[config.mk]
export PLATFORM = sky130hd
export DESIGN_NAME = training_sequencer
export DESIGN_NICKNAME = d
export VERILOG_FILES = /design/src/rtl/training_sequencer.sv
export SDC_FILE = /design/constraint.sdc
export NUM_CORES = 1
export LEC_CHECK = 0
export CAP_MARGIN = 20
export CORE_UTILIZATION = 50
export CTS_CLUSTER_DIAMETER = 200
export DETAILED_ROUTE_END_ITERATION = 6
export HOLD_SLACK_MARGIN = 0.12
export PLACE_DENSITY = 0.81
export SLEW_MARGIN = 20
export SYNTH_ARGS = -nofsm -noshare
export SYNTH_HDL_FRONTEND = slang
export SYNTH_SLANG_ARGS = --single-unit
[constraint.sdc]
create_clock -name clk -period 3.2 [get_ports clk]
set_input_delay 0.64 -clock clk [delete_from_list [all_inputs] [get_ports clk]]
set_output_delay 0.64 -clock clk [all_outputs]
set_load 0.02 [all_outputs]
[src/rtl/training_sequencer.sv]
// Training-loop sequencer: walks N_SAMPLES samples per epoch through apply/settle/evaluate and counts epochs.
// Optional early stop on a zero-error epoch is enabled by defining TRAINING_SEQUENCER_EARLY_STOP_EN.
module training_sequencer #(
  parameter int unsigned N_SAMPLES     = 4,
  parameter int unsigned SETTLE_CYCLES = 2,
  parameter int unsigned MAX_EPOCHS    = 1000,
  parameter logic [31:0] ACTIVE_MASK   = 32'h0000_0003
) (
  input  logic        clk,
  input  logic        rst,
  input  logic        start,
  input  logic        abort,
  input  logic        sample_ok,
  output logic [7:0]  sample_idx,
  output logic [31:0] enabled,
  output logic        fwd_valid,
  output logic        learn_en,
  output logic [15:0] epoch,
  output logic [7:0]  err_count,
  output logic        busy,
  output logic        done,
  output logic        converged
);

  typedef enum logic [2:0] {
    IDLE      = 3'd0,
    APPLY     = 3'd1,
    SETTLE    = 3'd2,
    EVAL      = 3'd3,
    EPOCH_END = 3'd4,
    DONE      = 3'd5
  } state_e;

  localparam logic [7:0]  LAST_IDX    = 8'(N_SAMPLES - 1);
  localparam logic [7:0]  SETTLE_LOAD = 8'(SETTLE_CYCLES - 1);
  localparam logic [15:0] EPOCH_LIMIT = 16'(MAX_EPOCHS);

  state_e      state_q;
  logic [7:0]  idx_q;
  logic [7:0]  err_q;
  logic [7:0]  err_d;
  logic [7:0]  settle_q;
  logic [15:0] epoch_q;
  logic [15:0] epoch_d;
  logic [31:0] enabled_q;
  logic        fwd_q;
  logic        busy_q;
  logic        done_q;
  logic        conv_q;
  logic        stop_d;

  // Saturating increments and the end-of-run decision taken in EPOCH_END
  always_comb begin
    epoch_d = (epoch_q == 16'hFFFF) ? epoch_q : epoch_q + 16'd1;
    err_d   = (err_q == 8'hFF) ? err_q : err_q + 8'd1;
`ifdef TRAINING_SEQUENCER_EARLY_STOP_EN
    stop_d  = (epoch_d >= EPOCH_LIMIT) || (err_q == 8'd0);
`else
    stop_d  = (epoch_d >= EPOCH_LIMIT);
`endif
  end

  // Sequencer FSM with all status outputs registered alongside the state
  always_ff @(posedge clk) begin
    if (rst) begin
      state_q   <= IDLE;
      idx_q     <= 8'd0;
      err_q     <= 8'd0;
      settle_q  <= 8'd0;
      epoch_q   <= 16'd0;
      enabled_q <= 32'h0;
      fwd_q     <= 1'b0;
      busy_q    <= 1'b0;
      done_q    <= 1'b0;
      conv_q    <= 1'b0;
    end else if (busy_q && abort) begin
      state_q   <= DONE;
      settle_q  <= 8'd0;
      enabled_q <= 32'h0;
      fwd_q     <= 1'b0;
      busy_q    <= 1'b0;
      done_q    <= 1'b1;
      conv_q    <= 1'b0;
    end else begin
      fwd_q <= 1'b0;
      case (state_q)
        IDLE, DONE: begin
          if (start && !abort) begin
            state_q   <= APPLY;
            idx_q     <= 8'd0;
            err_q     <= 8'd0;
            epoch_q   <= 16'd0;
            enabled_q <= ACTIVE_MASK;
            fwd_q     <= 1'b1;
            busy_q    <= 1'b1;
            done_q    <= 1'b0;
            conv_q    <= 1'b0;
          end
        end
        APPLY: begin
          state_q  <= SETTLE;
          settle_q <= SETTLE_LOAD;
        end
        SETTLE: begin
          if (settle_q == 8'd0) begin
            state_q <= EVAL;
          end else begin
            settle_q <= settle_q - 8'd1;
          end
        end
        EVAL: begin
          if (!sample_ok) begin
            err_q <= err_d;
          end
          if (idx_q < LAST_IDX) begin
            idx_q   <= idx_q + 8'd1;
            state_q <= APPLY;
            fwd_q   <= 1'b1;
          end else begin
            state_q <= EPOCH_END;
          end
        end
        EPOCH_END: begin
          epoch_q <= epoch_d;
          idx_q   <= 8'd0;
          if (stop_d) begin
            // err_count is kept so the last epoch's result stays visible in DONE
            state_q   <= DONE;
            enabled_q <= 32'h0;
            busy_q    <= 1'b0;
            done_q    <= 1'b1;
            conv_q    <= (err_q == 8'd0);
          end else begin
            state_q <= APPLY;
            err_q   <= 8'd0;
            fwd_q   <= 1'b1;
          end
        end
        default: begin
          state_q   <= IDLE;
          enabled_q <= 32'h0;
          busy_q    <= 1'b0;
        end
      endcase
    end
  end

  // learn_en must coincide with the EVAL cycle itself, so it is decoded from the state register
  assign learn_en   = (state_q == EVAL) && !sample_ok && !abort && !rst;
  assign sample_idx = idx_q;
  assign enabled    = enabled_q;
  assign fwd_valid  = fwd_q;
  assign epoch      = epoch_q;
  assign err_count  = err_q;
  assign busy       = busy_q;
  assign done       = done_q;
  assign converged  = conv_q;

endmodule

=== Word-level counts from Yosys, hierarchy flattened ===
Index checks and enable logic that the tools add are counted.

* Flip-flop bits (word level): 79
* Input port bits: 5
* Output and inout bits: 69
* Logic and storage cells: 98

* Add/subtract/negate cells: 4
* Magnitude comparators: 2
* Equality and inequality tests: 18
* Mux-type cells: 34
* Bitwise gates (word level): 2
* Reduce and logical (&&, ||, !) cells: 27

{| class="wikitable"
|+ Operators with widths
! operator !! count
|-
| $pmux 32 s3 || 1
|-
| $mux 32 || 2
|-
| $mux 8 || 6
|-
| $pmux 8 s3 || 2
|-
| $mux 16 || 2
|-
| $pmux 16 s2 || 1
|-
| $add 16x1->16 const B || 1
|-
| $add 8x1->8 const B || 2
|-
| $eq 16x16->1 const B || 1
|-
| $ge 16x10->1 const B || 1
|-
| $logic_not 8->1 || 2
|-
| $ne 2x2->1 const B || 8
|-
| $pmux 8 s2 || 1
|-
| $mux 3 || 5
|-
| $pmux 3 s5 || 1
|-
| $reduce_and 3->1 || 4
|-
| $mux 1 || 9
|-
| $ne 3x3->1 const B || 3
|-
| $eq 8x8->1 const B || 1
|-
| $lt 8x2->1 const B || 1
|-
| $sub 8x1->8 const B || 1
|-
| $eq 3x2->1 const B || 2
|-
| $eq 3x3->1 const B || 2
|-
| $pmux 1 s3 || 2
|-
| 13 further kinds || 26
|}

=== Longest topological paths before layout ===
* Word-level depth: 6
* Mapped depth: 10

=== Worst setup path before layout ===
No wires, ideal clock.

* Path type: flip-flop to flip-flop
* Start point: register epoch_q[0] (netlist: epoch[0])
* End point: register conv_q (netlist: converged)
* Arrival time: 2.498 ns
* Path slack: 0.618 ns
* Cell stages (with the launch flop): 11
* Path buffers: 2
* Clock period less this slack: 2.582 ns
* Cell sequence: dfxtp_1 ha_1 buf_2 nand4_2 or4_4 buf_6 and3_4 nor3_4 nand3_2 and2_4 o31ai_2

* Longest elaborated chain between the ends: 5
* Elaborated cells between the ends (all ways): 6
* Classes of those cells: add/sub (1); order compare (1); eq/ne (2); mux (1); reduce/logical (1)

{| class="wikitable"
|+ RTL lines
! what !! line !! source
|-
| start, declared || 43 || <nowiki>logic [15:0] epoch_q;</nowiki>
|-
| start signal, assigned || 124 || <nowiki>epoch_q <= epoch_d;</nowiki>
|-
| $add 16x1->16 or $eq 16x16->1 (tied branches) || 54 || <nowiki>epoch_d = (epoch_q == 16'hFFFF) ? epoch_q : epoch_q + 16'd1;</nowiki>
|-
| $mux 16 * || 54 ||
|-
| $ge 16x10->1 * || 59 || <nowiki>stop_d = (epoch_d >= EPOCH_LIMIT);</nowiki>
|-
| $ne 2x2->1 (no line) * || - ||
|-
| $reduce_and 3->1 (no line) * || - ||
|-
| end signal, assigned || 132 || <nowiki>conv_q <= (err_q == 8'd0);</nowiki>
|-
| end, declared || 49 || <nowiki>logic conv_q;</nowiki>
|}

Mark *: on every way between the ends. The rest lies on a longest branch, timed or not.
A chain may end at the register's enable or synchronous reset.

=== Final worst setup path ===
* Start point: register epoch_q[0] (netlist: epoch[0])
* End point: register err_q[1] (netlist: err_count[1])

* Longest elaborated chain between the ends: 5
* Elaborated cells between the ends (all ways): 6
* Classes of those cells: add/sub (1); order compare (1); eq/ne (2); mux (1); reduce/logical (1)

{| class="wikitable"
|+ RTL lines
! what !! line !! source
|-
| $add 16x1->16 or $eq 16x16->1 (tied branches) || 54 ||
|-
| $mux 16 * || 54 ||
|-
| $ge 16x10->1 * || 59 ||
|-
| $ne 2x2->1 (no line) * || - ||
|-
| $reduce_and 6->1 (no line) * || - ||
|-
| end signal, assigned || 113 || <nowiki>err_q <= err_d;</nowiki>
|-
| end, declared || 40 || <nowiki>logic [7:0] err_q;</nowiki>
|}

Marked as above.

==> results <==
[flip-flops by register name (all words and copies together) (netlist names)]
signal and count:
sample_idx 8, err_count 8, epoch 16, state_q 3
converged 1, enabled 1, done 1, settle_q 8
fwd_valid 1
[power by group through the flow]
stage / combinational [mW] / clock, mW / sequential (mW)
3_5_place_dp: 0.379 / 0 / 0.685
4_1_cts: 0.381 / 0.452 / 0.671
6_report: 0.382 / 0.446 / 0.671
5_1_grt: 0.428 / 0.478 / 0.679
3_3_place_gp: 0.369 / 0 / 0.682
2_1_floorplan: 0.310 / 0 / 0.684
[worst paths after layout]
kind,from,to,depth (start not counted)
setup reg to reg,epoch[0],err_count[1],8
hold reg to reg,settle_q[1],settle_q[1],2
setup / recovery,epoch[0],err_count[1],8
hold / removal,settle_q[1],settle_q[1],2
[layout make-up]
cell class                      instances  area [µm²]
Sequential cell                        47         941
Inverter                               12        45.0
Clock inverter                          3        46.3
Fill cell                             506        2170
Clock buffer                            5        68.8
Timing Repair Buffer                   52         498
Tap cell                               72        90.1
Multi-Input combinational cell        307        1820
[critical path, cell delays in order, from the launching register on]
cell      delay [ns]
dfxtp_1         0.48
ha_1            0.35
nand4_2         0.21
nor3_1          0.34
nor4b_2         0.26
o211ai_1        0.19
a22oi_2         0.46
o211ai_2        0.18
a31o_1          0.24
[metrics by stage]
stage / power (mW) / util [%] / cell area, µm² / setup WS (ns) / instances
after floorplan: 0.994 / - / 3130 / 0.618 / 415
after global placement: 1.05 / 59.7 / 3390 / 0.495 / 490
after detailed placement: 1.06 / 59.7 / 3390 / 0.389 / 490
after CTS: 1.50 / 61.8 / 3500 / 0.375 / 498
after global routing: 1.59 / 61.8 / 3500 / 0.00432 / 498
final: 1.50 / 61.8 / 3500 / 0.371 / 498
[cell usage after synthesis, types with 2 or more instances]
| master | n |
|---|---|
| a211oi_1 | 7 |
| a21oi_1 | 32 |
| a311oi_1 | 4 |
| a31o_1 | 4 |
| a31oi_1 | 7 |
| a41oi_1 | 6 |
| and3_1 | 6 |
| and4_1 | 3 |
| buf_2 | 4 |
| buf_4 | 34 |
| clkbuf_1 | 9 |
| dfxtp_1 | 47 |
| ha_1 | 6 |
| inv_1 | 12 |
| nand2_1 | 30 |
| nand2b_1 | 3 |
| nand3_1 | 14 |
| nand3b_1 | 2 |
| nand4_1 | 8 |
| nor2_1 | 45 |
| nor2b_1 | 2 |
| nor3_1 | 19 |
| nor4_1 | 6 |
| nor4b_1 | 4 |
| o211ai_1 | 2 |
| o21a_1 | 5 |
| o21ai_0 | 16 |
| o21ai_1 | 3 |
| o21bai_1 | 2 |
| or3b_1 | 2 |
| xnor2_1 | 9 |
| xor2_1 | 3 |
[cell families after synthesis]
| kind of cell | count (synthesis) | synth area share, % |
|---|---|---|
| buf+inv | 61 | 12.2 |
| flops | 47 | 31.2 |
| mux | 1 | 0.332 |
| other cells | 1 | 0.124 |
| simple gates | 158 | 28.4 |
| xor+xnor | 12 | 3.48 |
| compound gates | 100 | 21.7 |
| fa+ha+maj | 6 | 2.49 |
[per-layer routing]
metal / wire [µm] / up-vias / track usage [%]
li1: - / 1423 / -
met1: 3290 / 1334 / 32.3
met2: 3220 / 153 / 36.9
met3: 569 / 10 / 4.23
met4: 95 / 0 / 8.36
met5: 0 / - / 0
==> flow_summary_export.csv <==
group,metric,value,unit
cts,cts_inserted_buffers,5,
timing,finalHoldViolCount,0,
critical_path,worstPathMaxFanout,8,
pwr,ir_worst_vdd,0.230,mV
timing,max_slew_margin,52.1,%
status,status,"finished clean",
timing,slew_viol_final,0,
yosys,synthCells,386,
final_layout,mostFrequentLayoutCells,"47 x dfxtp_1, 45 x nor2_1, 43 x clkdlybuf4s50_1, 32 x a21oi_1",
yosys,synth_top_cell_by_area,"dfxtp_1",
cts,clk_pin_slew,0.10,ns
route,wl,7170,µm
floorplanning,pin_count,74,
critical_path,crit_required,3.40,ns
yosys,synth_edf_count,0,
route,drcViolationCount,0,
route,via_count,2920,
pwr,seqPwrFrac,44.8,%
final_layout,area_growth,16.2,%
global_route,grt_usage,23.6,%
floorplanning,die-area,6350,µm²
placement,io_buffers,43,
global_route,grt_pass1_vias,2492,
cts,cts_tree,"built",
floorplanning,core,5680,µm²
route,first_pass_iters,5,
placement,dp_hpwl,5110,µm
critical_path,start_kind,"register",
pwr,p_switching,0.484,mW
cts,cts.path.max_buffers,2,
yosys,avgSynthCellArea,7.82,µm²
yosys,yosys_warnings,0,
final_layout,n_antenna_cell,0,
cts,root_buffer,"clkbuf_8",
pwr,pwr-share-comb,25.5,%
final_layout,drive_gt1_share,7.75,%
floorplanning,dieWidth,79.7,µm
global_route,grt_pass1_wl,11800,µm
yosys,ys_seq_area_share,31.2,%
cts,cts_setup_buffers,0,
cts,post_cts_resized,0,
placement,gp_congestion,0.905,
critical_path,crit_arrival,3.03,ns
yosys,async_flop_share,0,%
timing,fin_crit_sh,88.4,%
pwr,p_leak,1.19,nW
global_route,grt.overflow.total,0,
yosys,synth_cell_types,62,
timing,fmax,353,MHz
final_layout,final_common_cell,"dfxtp_1",
timing,timing.final.crit_period,2.83,ns
timing,setup_viol,0,
global_route,grt_max_degree,23,
floorplanning,die_h,79.7,µm
yosys,synthTopCellsByArea,"dfxtp_1 31%, buf_4 8.5%, nor2_1 5.6%",
critical_path,end_kind,"register",
timing,worstMarginPinSlew,0.713,ns
pwr,internal_power,1.01,mW
final_layout,nets,436,
timing,clock_skew,0.0128,ns
cts,hold_buffers,0,
route,first_iter_violations,261,
floorplanning,rows,27,
yosys,synthFlopType,"dfxtp_1",
timing,setup_tns,0,ns
route,ant_nets,0,
cts,htreeDepth,2,
global_route,antenna_found_initial,0,
critical_path,r2r_slack,0.37,ns
run,drv_cap,0,
pwr,p_per_area,428,nW/µm²
route,wl_per_cell,14.4,µm
timing,holdWs,0.500,ns
cts,cts.sink_count,47,
pwr,switching_share,32.3,%
yosys,ys_ff_latch,47,
yosys,syn_area,3020,µm²
hold_path,hp-class,"register to register",
cts,clock_latency,0.31,ns
route,vias_per_cell,5.86,
timing,rsz0062_at_grt,"false",
floorplanning,initial_core_util,53.2,%
pwr,pwr-share-clk,29.7,%
yosys,synth_top_area_share,31.2,%
critical_path,critical_path_class,"register to register",
(Power assumes the default switching activity.)
